[src/rtl/pipe_pkg.sv]
// Shared pipeline types for the execute back end: slot layout and the forwarding hit test.
package pipe_pkg;

  localparam int unsigned DATA_W = 32;
  localparam int unsigned REG_AW = 4;
  localparam logic [REG_AW-1:0] REG_PC = 4'd15;

  typedef struct packed {
    logic              valid;
    logic [REG_AW-1:0] rd;
    logic              wen;
    logic              load;
    logic              cpsrw;
    logic [3:0]        flags;
    logic [DATA_W-1:0] data;
  } pipe_slot_t;

  // PC reads always come from the register file, never from a pipeline slot.
  function automatic logic fwd_hit(pipe_slot_t s, logic [REG_AW-1:0] addr);
    return s.valid & s.wen & (s.rd == addr) & (addr != REG_PC);
  endfunction

endpackage

[src/rtl/exec_writeback_forward_if.sv]
// Execute/writeback bus: execute results in, forwarded operands and write ports out.
interface exec_writeback_forward_if;
  import pipe_pkg::*;

  logic              exValidIN;
  logic [REG_AW-1:0] exRdIN;
  logic [DATA_W-1:0] exResultIN;
  logic              exWriteBackIN;
  logic              exLoadIN;
  logic              exCPSRwriteIN;
  logic [3:0]        exFlagsIN;
  logic              flushIN;
  logic [DATA_W-1:0] memDataIN;
  logic [REG_AW-1:0] rnAddrIN;
  logic [REG_AW-1:0] rmAddrIN;
  logic [DATA_W-1:0] rnDataRfIN;
  logic [DATA_W-1:0] rmDataRfIN;
  logic [DATA_W-1:0] rnDataOUT;
  logic [DATA_W-1:0] rmDataOUT;
  logic              stallOUT;
  logic              rfWriteEnOUT;
  logic [REG_AW-1:0] rfWriteAddrOUT;
  logic [DATA_W-1:0] rfWriteDataOUT;
  logic              cpsrWriteEnOUT;
  logic [3:0]        cpsrFlagsOUT;

  modport master (
    output exValidIN, exRdIN, exResultIN, exWriteBackIN, exLoadIN, exCPSRwriteIN, exFlagsIN,
           flushIN, memDataIN, rnAddrIN, rmAddrIN, rnDataRfIN, rmDataRfIN,
    input  rnDataOUT, rmDataOUT, stallOUT, rfWriteEnOUT, rfWriteAddrOUT, rfWriteDataOUT,
           cpsrWriteEnOUT, cpsrFlagsOUT
  );

  modport slave (
    input  exValidIN, exRdIN, exResultIN, exWriteBackIN, exLoadIN, exCPSRwriteIN, exFlagsIN,
           flushIN, memDataIN, rnAddrIN, rmAddrIN, rnDataRfIN, rmDataRfIN,
    output rnDataOUT, rmDataOUT, stallOUT, rfWriteEnOUT, rfWriteAddrOUT, rfWriteDataOUT,
           cpsrWriteEnOUT, cpsrFlagsOUT
  );

endinterface

[src/rtl/operand_forward_mux.sv]
// Per-operand bypass: picks the youngest in-flight value for addr, else register-file data.
module operand_forward_mux
  import pipe_pkg::*;
(
  input  logic [REG_AW-1:0] addr_i,
  input  logic [DATA_W-1:0] rf_data_i,
  input  pipe_slot_t        mem_slot_i,
  input  pipe_slot_t        wb_slot_i,
  output logic [DATA_W-1:0] data_o
);

  always_comb begin
    data_o = rf_data_i;
    // A load in MEM has no data yet; the stall covers that case.
    if (fwd_hit(mem_slot_i, addr_i) && !mem_slot_i.load) begin
      data_o = mem_slot_i.data;
    end else if (fwd_hit(wb_slot_i, addr_i)) begin
      data_o = wb_slot_i.data;
    end
  end

endmodule

[src/rtl/exec_writeback_forward.sv]
// Execute back end: MEM/WB slots, register-file and CPSR write ports, operand forwarding
// and load-use stall.
module exec_writeback_forward
  import pipe_pkg::*;
(
  input  logic                     clk,
  input  logic                     reset,
  exec_writeback_forward_if.slave  bus
);

  pipe_slot_t mem_q, mem_d;
  pipe_slot_t wb_q, wb_d;

  always_comb begin
    mem_d       = '0;
    mem_d.valid = bus.exValidIN & ~bus.flushIN;
    mem_d.rd    = bus.exRdIN;
    mem_d.wen   = bus.exWriteBackIN;
    mem_d.load  = bus.exLoadIN;
    mem_d.cpsrw = bus.exCPSRwriteIN;
    mem_d.flags = bus.exFlagsIN;
    mem_d.data  = bus.exResultIN;

    wb_d      = mem_q;
    wb_d.data = mem_q.load ? bus.memDataIN : mem_q.data;
  end

  always_ff @(posedge clk or negedge reset) begin
    if (!reset) begin
      mem_q <= '0;
      wb_q  <= '0;
    end else begin
      mem_q <= mem_d;
      wb_q  <= wb_d;
    end
  end

  operand_forward_mux u_fwd_rn (
    .addr_i     (bus.rnAddrIN),
    .rf_data_i  (bus.rnDataRfIN),
    .mem_slot_i (mem_q),
    .wb_slot_i  (wb_q),
    .data_o     (bus.rnDataOUT)
  );

  operand_forward_mux u_fwd_rm (
    .addr_i     (bus.rmAddrIN),
    .rf_data_i  (bus.rmDataRfIN),
    .mem_slot_i (mem_q),
    .wb_slot_i  (wb_q),
    .data_o     (bus.rmDataOUT)
  );

  assign bus.stallOUT = mem_q.load &
                        (fwd_hit(mem_q, bus.rnAddrIN) | fwd_hit(mem_q, bus.rmAddrIN));

  assign bus.rfWriteEnOUT   = wb_q.valid & wb_q.wen;
  assign bus.rfWriteAddrOUT = wb_q.rd;
  assign bus.rfWriteDataOUT = wb_q.data;
  assign bus.cpsrWriteEnOUT = wb_q.valid & wb_q.cpsrw;
  assign bus.cpsrFlagsOUT   = wb_q.flags;

endmodule

[src/flat_wrapper.sv]
// flat-port wrapper written by rule: the top's interface ports become plain ports
module exec_writeback_forward_flat import pipe_pkg::*;
  (clk, reset, bus_exValidIN, bus_exRdIN, bus_exResultIN, bus_exWriteBackIN, bus_exLoadIN, bus_exCPSRwriteIN, bus_exFlagsIN, bus_flushIN, bus_memDataIN, bus_rnAddrIN, bus_rmAddrIN, bus_rnDataRfIN, bus_rmDataRfIN, bus_rnDataOUT, bus_rmDataOUT, bus_stallOUT, bus_rfWriteEnOUT, bus_rfWriteAddrOUT, bus_rfWriteDataOUT, bus_cpsrWriteEnOUT, bus_cpsrFlagsOUT);
  exec_writeback_forward_if bus_i ();
  input  logic clk;
  input  logic reset;
  input wire logic [$bits(bus_i.exValidIN)-1:0] bus_exValidIN;
  input wire logic [$bits(bus_i.exRdIN)-1:0] bus_exRdIN;
  input wire logic [$bits(bus_i.exResultIN)-1:0] bus_exResultIN;
  input wire logic [$bits(bus_i.exWriteBackIN)-1:0] bus_exWriteBackIN;
  input wire logic [$bits(bus_i.exLoadIN)-1:0] bus_exLoadIN;
  input wire logic [$bits(bus_i.exCPSRwriteIN)-1:0] bus_exCPSRwriteIN;
  input wire logic [$bits(bus_i.exFlagsIN)-1:0] bus_exFlagsIN;
  input wire logic [$bits(bus_i.flushIN)-1:0] bus_flushIN;
  input wire logic [$bits(bus_i.memDataIN)-1:0] bus_memDataIN;
  input wire logic [$bits(bus_i.rnAddrIN)-1:0] bus_rnAddrIN;
  input wire logic [$bits(bus_i.rmAddrIN)-1:0] bus_rmAddrIN;
  input wire logic [$bits(bus_i.rnDataRfIN)-1:0] bus_rnDataRfIN;
  input wire logic [$bits(bus_i.rmDataRfIN)-1:0] bus_rmDataRfIN;
  output wire logic [$bits(bus_i.rnDataOUT)-1:0] bus_rnDataOUT;
  output wire logic [$bits(bus_i.rmDataOUT)-1:0] bus_rmDataOUT;
  output wire logic [$bits(bus_i.stallOUT)-1:0] bus_stallOUT;
  output wire logic [$bits(bus_i.rfWriteEnOUT)-1:0] bus_rfWriteEnOUT;
  output wire logic [$bits(bus_i.rfWriteAddrOUT)-1:0] bus_rfWriteAddrOUT;
  output wire logic [$bits(bus_i.rfWriteDataOUT)-1:0] bus_rfWriteDataOUT;
  output wire logic [$bits(bus_i.cpsrWriteEnOUT)-1:0] bus_cpsrWriteEnOUT;
  output wire logic [$bits(bus_i.cpsrFlagsOUT)-1:0] bus_cpsrFlagsOUT;
  assign bus_i.exValidIN = bus_exValidIN;
  assign bus_i.exRdIN = bus_exRdIN;
  assign bus_i.exResultIN = bus_exResultIN;
  assign bus_i.exWriteBackIN = bus_exWriteBackIN;
  assign bus_i.exLoadIN = bus_exLoadIN;
  assign bus_i.exCPSRwriteIN = bus_exCPSRwriteIN;
  assign bus_i.exFlagsIN = bus_exFlagsIN;
  assign bus_i.flushIN = bus_flushIN;
  assign bus_i.memDataIN = bus_memDataIN;
  assign bus_i.rnAddrIN = bus_rnAddrIN;
  assign bus_i.rmAddrIN = bus_rmAddrIN;
  assign bus_i.rnDataRfIN = bus_rnDataRfIN;
  assign bus_i.rmDataRfIN = bus_rmDataRfIN;
  assign bus_rnDataOUT = bus_i.rnDataOUT;
  assign bus_rmDataOUT = bus_i.rmDataOUT;
  assign bus_stallOUT = bus_i.stallOUT;
  assign bus_rfWriteEnOUT = bus_i.rfWriteEnOUT;
  assign bus_rfWriteAddrOUT = bus_i.rfWriteAddrOUT;
  assign bus_rfWriteDataOUT = bus_i.rfWriteDataOUT;
  assign bus_cpsrWriteEnOUT = bus_i.cpsrWriteEnOUT;
  assign bus_cpsrFlagsOUT = bus_i.cpsrFlagsOUT;
  exec_writeback_forward u_core (.clk(clk), .reset(reset), .bus(bus_i));
endmodule
[config.mk]
export PLATFORM = sky130hd
export DESIGN_NAME = exec_writeback_forward_flat
export DESIGN_NICKNAME = d
export VERILOG_FILES = /design/src/rtl/pipe_pkg.sv /design/src/rtl/exec_writeback_forward_if.sv /design/src/rtl/operand_forward_mux.sv /design/src/rtl/exec_writeback_forward.sv /design/src/flat_wrapper.sv
export SDC_FILE = /design/constraint.sdc
export NUM_CORES = 1
export LEC_CHECK = 0
export CAP_MARGIN = 20
export CORE_MARGIN = 10
export CORE_UTILIZATION = 40
export CTS_CLUSTER_DIAMETER = 50
export DETAILED_ROUTE_END_ITERATION = 12
export DONT_BUFFER_PORTS = 1
export HOLD_SLACK_MARGIN = 0.02
export PLACE_DENSITY = 0.53
export SYNTH_ARGS = -nofsm -noshare
export SYNTH_HDL_FRONTEND = slang
export SYNTH_SLANG_ARGS = --single-unit
[constraint.sdc]
create_clock -name clk -period 3.3 [get_ports clk]
set_input_delay 0.66 -clock clk [delete_from_list [all_inputs] [get_ports clk]]
set_output_delay 0.66 -clock clk [all_outputs]
set_load 0.02 [all_outputs]
### Word level (Yosys, flattened, before mapping)

Index checks and enable logic that the tools add are counted.
W data, S select, Z words.

| storage, ports and cells | value |
|---|---|
| bits of input ports | 151 |
| output and inout bits | 107 |
| register bits | 87 |

| cells by class | value |
|---|---|
| reductions and logical operators | 3 |
| equal/unequal tests | 6 |
| bitwise gates (word level) | 15 |
| multiplexer cells | 5 |

Operators with widths:

| operator | number |
|---|---|
| $mux W32 | 5 |
| $eq A4 B4 Y1 | 4 |
| $and A1 B1 Y1 | 13 |
| $ne A4 B4 Y1 const B | 2 |
| $logic_and A1 B1 Y1 | 2 |
| $logic_not A1 Y1 | 1 |
| $not A1 Y1 | 1 |
| $or A1 B1 Y1 | 1 |

### Longest topological paths before layout

| depth | value |
|---|---|
| depth in word-level cells | 5 |
| gate-level depth with buffers | 7 |
| gate-level depth less buffers | 4 |

### Modules after synthesis

From an unflattened synthesis, not the netlist that was laid out.

| second synthesis, totals | value |
|---|---|
| cell total of the unflattened synthesis | 523 |
| area total of the unflattened synthesis | 4953.5 um^2 |

Modules (own cells, without submodules):

| module | cells an instance | area each (um^2) | instances | sequential area each (um^2) |
|---|---|---|---|---|
| exec_writeback_forward | 185 | 3051.7 | 1 | 2202.1 |
| operand_forward_mux | 169 | 950.9 | 2 | 0.0 |

### Worst setup path after synthesis

OpenSTA, ideal clock, no wires.

| path | value |
|---|---|
| kind | in2out |
| start point | input port bus_rmAddrIN[2] |
| end point | output port bus_rmDataOUT[30] |
| required time | 2640 ps |
| arrival time | 2122 ps |
| cell stages on the path | 6 |
| setup slack | 518 ps |
| path through | buf_2 a221o_1 buf_2 or3_1 buf_2 a31oi_1 |

| between the ends | value |
|---|---|
| word-level cells in the longest chain between the ends | 5 |

RTL lines:

| element | line | RTL |
|---|---|---|
| start: declaration | flat_wrapper.sv:17 | `input wire logic [$bits(bus_i.rmAddrIN)-1:0] bus_rmAddrIN;` |
| $eq A4 B4 Y1 | pipe_pkg.sv:20 | `return s.valid & s.wen & (s.rd == addr) & (addr != REG_PC);` |
| $and A1 B1 Y1 (2 in series) | pipe_pkg.sv:20 |  |
| $mux W32 / $logic_and A1 B1 Y1 (equally long branches) | operand_forward_mux.sv:17, operand_forward_mux.sv:15 |  |
| $mux W32 * | operand_forward_mux.sv:15 | `if (fwd_hit(mem_slot_i, addr_i) && !mem_slot_i.load) begin` |
| end: declaration | flat_wrapper.sv:21 | `output wire logic [$bits(bus_i.rmDataOUT)-1:0] bus_rmDataOUT;` |

Mark *: on every way between the ends. The rest lies on a longest branch, timed or not.

### Final worst setup path

| path | value |
|---|---|
| start point | register u_core.mem_q[39] in the netlist's numbering |
| end point | output port bus_rmDataOUT[0] |

| between the ends | value |
|---|---|
| word-level cells in the longest chain between the ends | 5 |

RTL lines:

| element | line | RTL |
|---|---|---|
| start: declaration | exec_writeback_forward.sv:11 | `pipe_slot_t mem_q, mem_d;` |
| start signal: assignment | exec_writeback_forward.sv:33 | `mem_q <= mem_d;` |
| $eq A4 B4 Y1 | pipe_pkg.sv:20 |  |
| $and A1 B1 Y1 (2 in series) | pipe_pkg.sv:20 |  |
| $logic_and A1 B1 Y1 | operand_forward_mux.sv:15 |  |
| $mux W32 | operand_forward_mux.sv:15 |  |

No other way between the ends.

==> flow_summary.toml <==
[run_status]
outcome = "complete, no violations"

[floorplan]
die-area_sq_um = 17500
io_pins = 258
start_util_pct = 41.5
die_h_microns = 132
num_rows = 40
coreArea_sq_um = 12200
die_w_microns = 132

[sta]
hold_ws_ps = 199
grt_setup_unrepaired = "false"
tns_ps = 0
finalHoldViolCount = 0
period_share_pct = 93.9
setup_violations = 0
drv_slew = 0
max_freq_mhz = 323
timing.slew.headroom_pct = 49.5
worstMarginPinSlew_ps = 751
skew_ps = 7.85
period_minus_slack_ps = 3100

[synth]
ys_seq_elements = 87
avgSynthCellArea_sq_um = 9.73
synth-seq-area-share_pct = 43.2
ys_warn_count = 0
yosys-top-cells-count = "dfrtp_1, nand3_1, nor4_1, o21ai_0, clkbuf_1"
async_flop_share_pct = 100
synth_area_leaders = "dfrtp_1, nor4_1, a31oi_2"
synthesis.area_sq_um = 5040
ys_types = 32
synthFlopType = "dfrtp_1"
post-synth-top-count-cell = "dfrtp_1"
yosysTopAreaCell = "dfrtp_1"
synth_nets = 669
postSynthCellCount = 518
yosysTopAreaCellShare_pct = 43.2
synth_edf_count = 0

[setup_path]
crit_path_end_kind = "output port"
r2r_cells = 2
worstSetupStartpointType = "register"
worst-setup-path-type = "register to output port"
crit_path_max_fanout = 33
worstPathArrival_ps = 2440
worstPathRequired_ps = 2640

[clocking]
cts_sinks = 87
cts_root_buf = "clkbuf_16"
cts_buffer_depth = 2
path_clk_slew_ps = 70
clk_latency_ps = 340
h-tree-depth = 3
tritoncts = "done"
numCtsBuffers = 9

[final_layout]
multi_input_area_sq_um = 2370
nNetsFinal = 653
areaGrowthSynthToFinish_pct = 11.9
drive_above_1_share_pct = 31.4
fill_cells = 1182
seq_area_sq_um = 2180

[grt]
grt.total_usage_pct = 21.7
grt.overflow.total = 0
antenna_found_initial = 3
grt_pass1_wl_microns = 29900
grt_pass1_vias = 4879
grt_max_degree = 88

[drt]
drc = 0
viasPerCell = 6.73
ant_nets = 0
drtPass1Iterations = 5
wirelength_microns = 19900
drt_iter0_markers = 393
wire_per_inst_microns = 29.4
vias = 4559

[power]
powerDensity_nw_per_um2 = 481
p_leak_nw = 1.96
ir_worst_vdd_mv = 0.298

[placement]
hpwl_microns = 14000
port-buffer-count = 0
place.gp.congestion = 0.786

[min_path]
holdCritPathClass = "primary input to asynchronous set/reset pin"

[job]
drv_cap = 0
-- worst max-delay path, cell delays in order, from the launching register on --
cell     delay (ps)
dfrtp_1         390
inv_1           110
a221o_2         370
buf_4           290
nor4_1          680
a31oi_2          50
buf_4           190
-- final timing paths --
path / start / to / slack, ps
setup / recovery: u_core.mem_q[39]$_DFF_PN0_ / bus_rmDataOUT[0] / 200
hold / removal: reset / u_core.mem_q[22]$_DFF_PN0_ / 200
setup reg to reg: u_core.mem_q[37]$_DFF_PN0_ / u_core.bus.rfWriteDataOUT[10]$_DFF_PN0_ / 1990
hold reg to reg: u_core.mem_q[35]$_DFF_PN0_ / u_core.bus.cpsrFlagsOUT[3]$_DFF_PN0_ / 350
max in group asynchronous: reset / u_core.mem_q[37]$_DFF_PN0_ / 2710
min in group clk: bus_exLoadIN / u_core.mem_q[37]$_DFF_PN0_ / 340
-- repair_timing --
item	in CTS	in global routing
hold endpoints to repair	87	0
hold buffers	1	0
setup buffers	0	0
resized for setup	0	0
-- cell usage in the layout (no fill, tap or decap), types with 3 or more instances in the layout --
master	instances
mux2_2	32
dfrtp_1	86
xnor2_1	11
buf_4	72
inv_1	4
a31oi_1	34
nand3_1	64
nand4_1	5
inv_6	3
nor4_1	64
clkbuf_16	9
o21ai_0	64
a31oi_2	30
-- area by class of cell --
class | count | share of cell area (%)
flip-flops and latches | 87 | 38.6
inverters | 4 | 0.266
clock buffers | 10 | 4.24
well taps | 168 | 3.73
diodes | 2 | 0.0888
repair buffers | 73 | 10.1
clock inverters | 6 | 0.998
multi-input cells | 327 | 42.0
-- sequential cells by signal, summed over array words and instances (netlist names) --
signal	count
u_core.wb_q	3
u_core.bus.cpsrFlagsOUT	4
u_core.bus.rfWriteAddrOUT	4
u_core.mem_q	44
u_core.bus.rfWriteDataOUT	32
-- cell families (layout without fill, tap and decap cells) --
family          Yosys count  count (layout)  synth area share [%]
compound gates          137             137                  19.6
xor+xnor                 13              13                  2.26
buf+inv                 104              93                  11.4
flops                    87              87                  43.2
mux                      32              32                  7.15
other cells               0               2                     0
simple gates            145             145                  16.4
-- report_power, final --
part           leakage, nW  switching [mW]  internal (mW)
logic                0.804           0.301          0.156
clock network        0.144           0.464          0.550
registers             1.02           0.112           1.13
total                 1.96           0.877           1.84
-- per-stage QoR --
stage	area (sq um)	utilization (%)	instances	total power, mW	setup WS [ps]
6_report	5640	46.4	677	2.71	200
5_1_grt	5640	46.3	676	2.82	105
4_1_cts	5630	46.3	675	2.75	249
3_5_place_dp	5310	43.7	658	1.69	460
3_3_place_gp	5310	43.7	658	1.68	425
2_1_floorplan	5040	-	518	1.56	518
-- metal layers --
metal | track usage, % | share of wire, % | wire, microns
met1 | 24.1 | 36 | 7090
met3 | 8.23 | 13 | 2530
met4 | 9.72 | 3.1 | 622
met2 | 36.0 | 48 | 9660
met5 | 0 | 0.14 | 27
Power figures use the tool's default switching activity.
==> RTL change (same settings) <==
Register the output `bus.cpsrFlagsOUT`, without a reset; this adds one clock of latency there.
--- a/src/rtl/exec_writeback_forward.sv
+++ b/src/rtl/exec_writeback_forward.sv
@@ -58,7 +58,9 @@
   assign bus.rfWriteAddrOUT = wb_q.rd;
   assign bus.rfWriteDataOUT = wb_q.data;
   assign bus.cpsrWriteEnOUT = wb_q.valid & wb_q.cpsrw;
-  assign bus.cpsrFlagsOUT   = wb_q.flags;
+  always_ff @(posedge clk) begin
+    bus.cpsrFlagsOUT <= wb_q.flags;
+  end
 
 endmodule
 
Formal check against the unedited RTL: not equivalent (a bounded check fails within 4 cycles, from zero or initial values and one cycle with reset low).
==> RTL change against the original RTL <==
Via count down 2.2%; sequential share of layout area rose by 0.68 points; total power increased by 3.1%; combinational power is 2% lower; sequential cell count up 4; worst setup slack gained 0.078 ns; critical path depth did not move; synthesized area grew 0.99%; design area up 1.9%; routed wire length down 3.4%; largest cell class unchanged; highest routed layer is now met4.
==> RTL change: results (changes against the original RTL) <==
* Final HPWL from detailed placement at 14,000 um (-0.24%)
* CTS Buf Count at 9 (unchanged)
* Placed instance area at 5400 um2 (+1.6%)
* VDD IR-drop max at 0.313 mV (+4.9%)
* Via count at 4,459 (-2.2%)
* Pin count of the biggest net entering global routing at 88 (unchanged)
* Synth cell types at 33 (+3.1%)
* Routed wire length at 19,200 um (-3.4%)
* GRT Total Usage at 20.9% (-0.75 points)
* Share of layout cells above drive strength 1 at 31.1% (-0.25 points)
* Final hold slack at 0.210 ns (+0.0113 ns)
* Status: complete, no violations
* Worst path max stage delay at 0.59 ns (-0.09 ns)
* Worst Setup Slack post-DPL at 0.421 ns (-0.0390 ns)
* Asr flop ratio synth at 95.6% (-4.4 points)
* Initial antenna violation count at 2 (-1)
* Sequential fraction of the synthesis area at 44.3% (+1.1 points)
* Fin crit share at 91.5% (-2.4 points)
* Post-synthesis cell count at 518 (unchanged)
* Post-Layout Cell Count at 686 (+1.3%)
* Iter 0 DRT Violations at 421 (+7.1%)
* R2R Path End: u_core.bus.rfWriteDataOUT[13]
* Port Buffers at 0 (unchanged)
* Clock skew at 0.00911 ns (+0.00126 ns)
* GPL Wtd Cong at 0.848 (+7.9%)
* Critical Path AT at 2.36 ns (-0.08 ns)
* Flop-to-flop setup slack at 1.90 ns (-0.09 ns)
* Nets at 657 (+0.61%)
* First-pass GRT wire length at 29,100 um (-2.8%)
* Ranking of synthesized cells by area: dfrtp_1, nor4_1, a31oi_2
* Leak at 0.00201 uW (+2.2%)
* Clk Latency, worst-skew pair at 0.35 ns
* Slew @ Worst Pin at 0.629 ns (-0.122 ns)
* Number of global-route vias before repair at 4,748 (-2.7%)
## RTL change: changes by cell type after synthesis
| cell | delta |
|---|---|
| buf_4 | -4 |
| dfxtp_1 | +4 |
## RTL change: how the worst max path moves through the flow
| stage | end | startpoint |
|---|---|---|
| 5_1_grt | bus_rmDataOUT[0] | u_core.mem_q[42] |
| 3_3_place_gp | bus_rmDataOUT[0] | bus_rmAddrIN[3] |
| 3_5_place_dp | bus_rmDataOUT[0] | bus_rmAddrIN[3] |
| 6_report | bus_rmDataOUT[0] | u_core.mem_q[39] |
| 4_1_cts | bus_rmDataOUT[0] | u_core.mem_q[42] |
| 2_1_floorplan | bus_rmDataOUT[30] | bus_rmAddrIN[2] |
## RTL change: cell type report
cell class / count / area [um2]
Antenna cell: 3 / 7.51
Clock buffer: 9 / 225
Clock inverter: 7 / 88.8
Fill cell: 1241 / 6770
Inverter: 4 / 15.0
Multi-Input combinational cell: 327 / 2370
Sequential cell: 91 / 2260
Tap cell: 172 / 215
Timing Repair Buffer: 73 / 568
## RTL change: routing by layer
metal | up-vias | track usage [%] | share of wire, %
met5 | - | 0 | 0
met4 | 0 | 8.37 | 2.5
met3 | 46 | 8.78 | 11
met2 | 309 | 34.6 | 49
met1 | 2178 | 23.3 | 37
li1 | 1926 | - | -
## RTL change: stage by stage
stage,power (uW),utilization [%]
after floorplan,1610,-
after global routing,2910,45.9
after detailed placement,1740,43.1
after CTS,2830,45.8
after global placement,1730,43.1
final,2800,45.9
## RTL change: worst max-delay path: cells and delay by family, from the launching register on
kind            cells  cell delay (ns)
compound gates      2             0.44
buf+inv             3             0.59
flops               1             0.40
simple gates        1             0.59
## RTL change: kinds of logic after synthesis
| group | count (synthesis) | synth area share, % |
|---|---|---|
| and+or+nand+nor | 145 | 16.2 |
| AOI/OAI and AO/OA | 137 | 19.4 |
| buffers and inverters | 100 | 10.7 |
| DFF | 91 | 44.3 |
| muxes | 32 | 7.08 |
| xor gates and xnor gates | 13 | 2.24 |
## RTL change: power by group through the flow
| stage | clock (uW) | combinational (uW) | sequential [uW] |
|---|---|---|---|
| 2_1_floorplan | 0 | 370 | 1240 |
| 3_3_place_gp | 0 | 420 | 1310 |
| 3_5_place_dp | 0 | 424 | 1320 |
| 5_1_grt | 1130 | 479 | 1300 |
| 6_report | 1050 | 449 | 1290 |
| 4_1_cts | 1090 | 450 | 1290 |
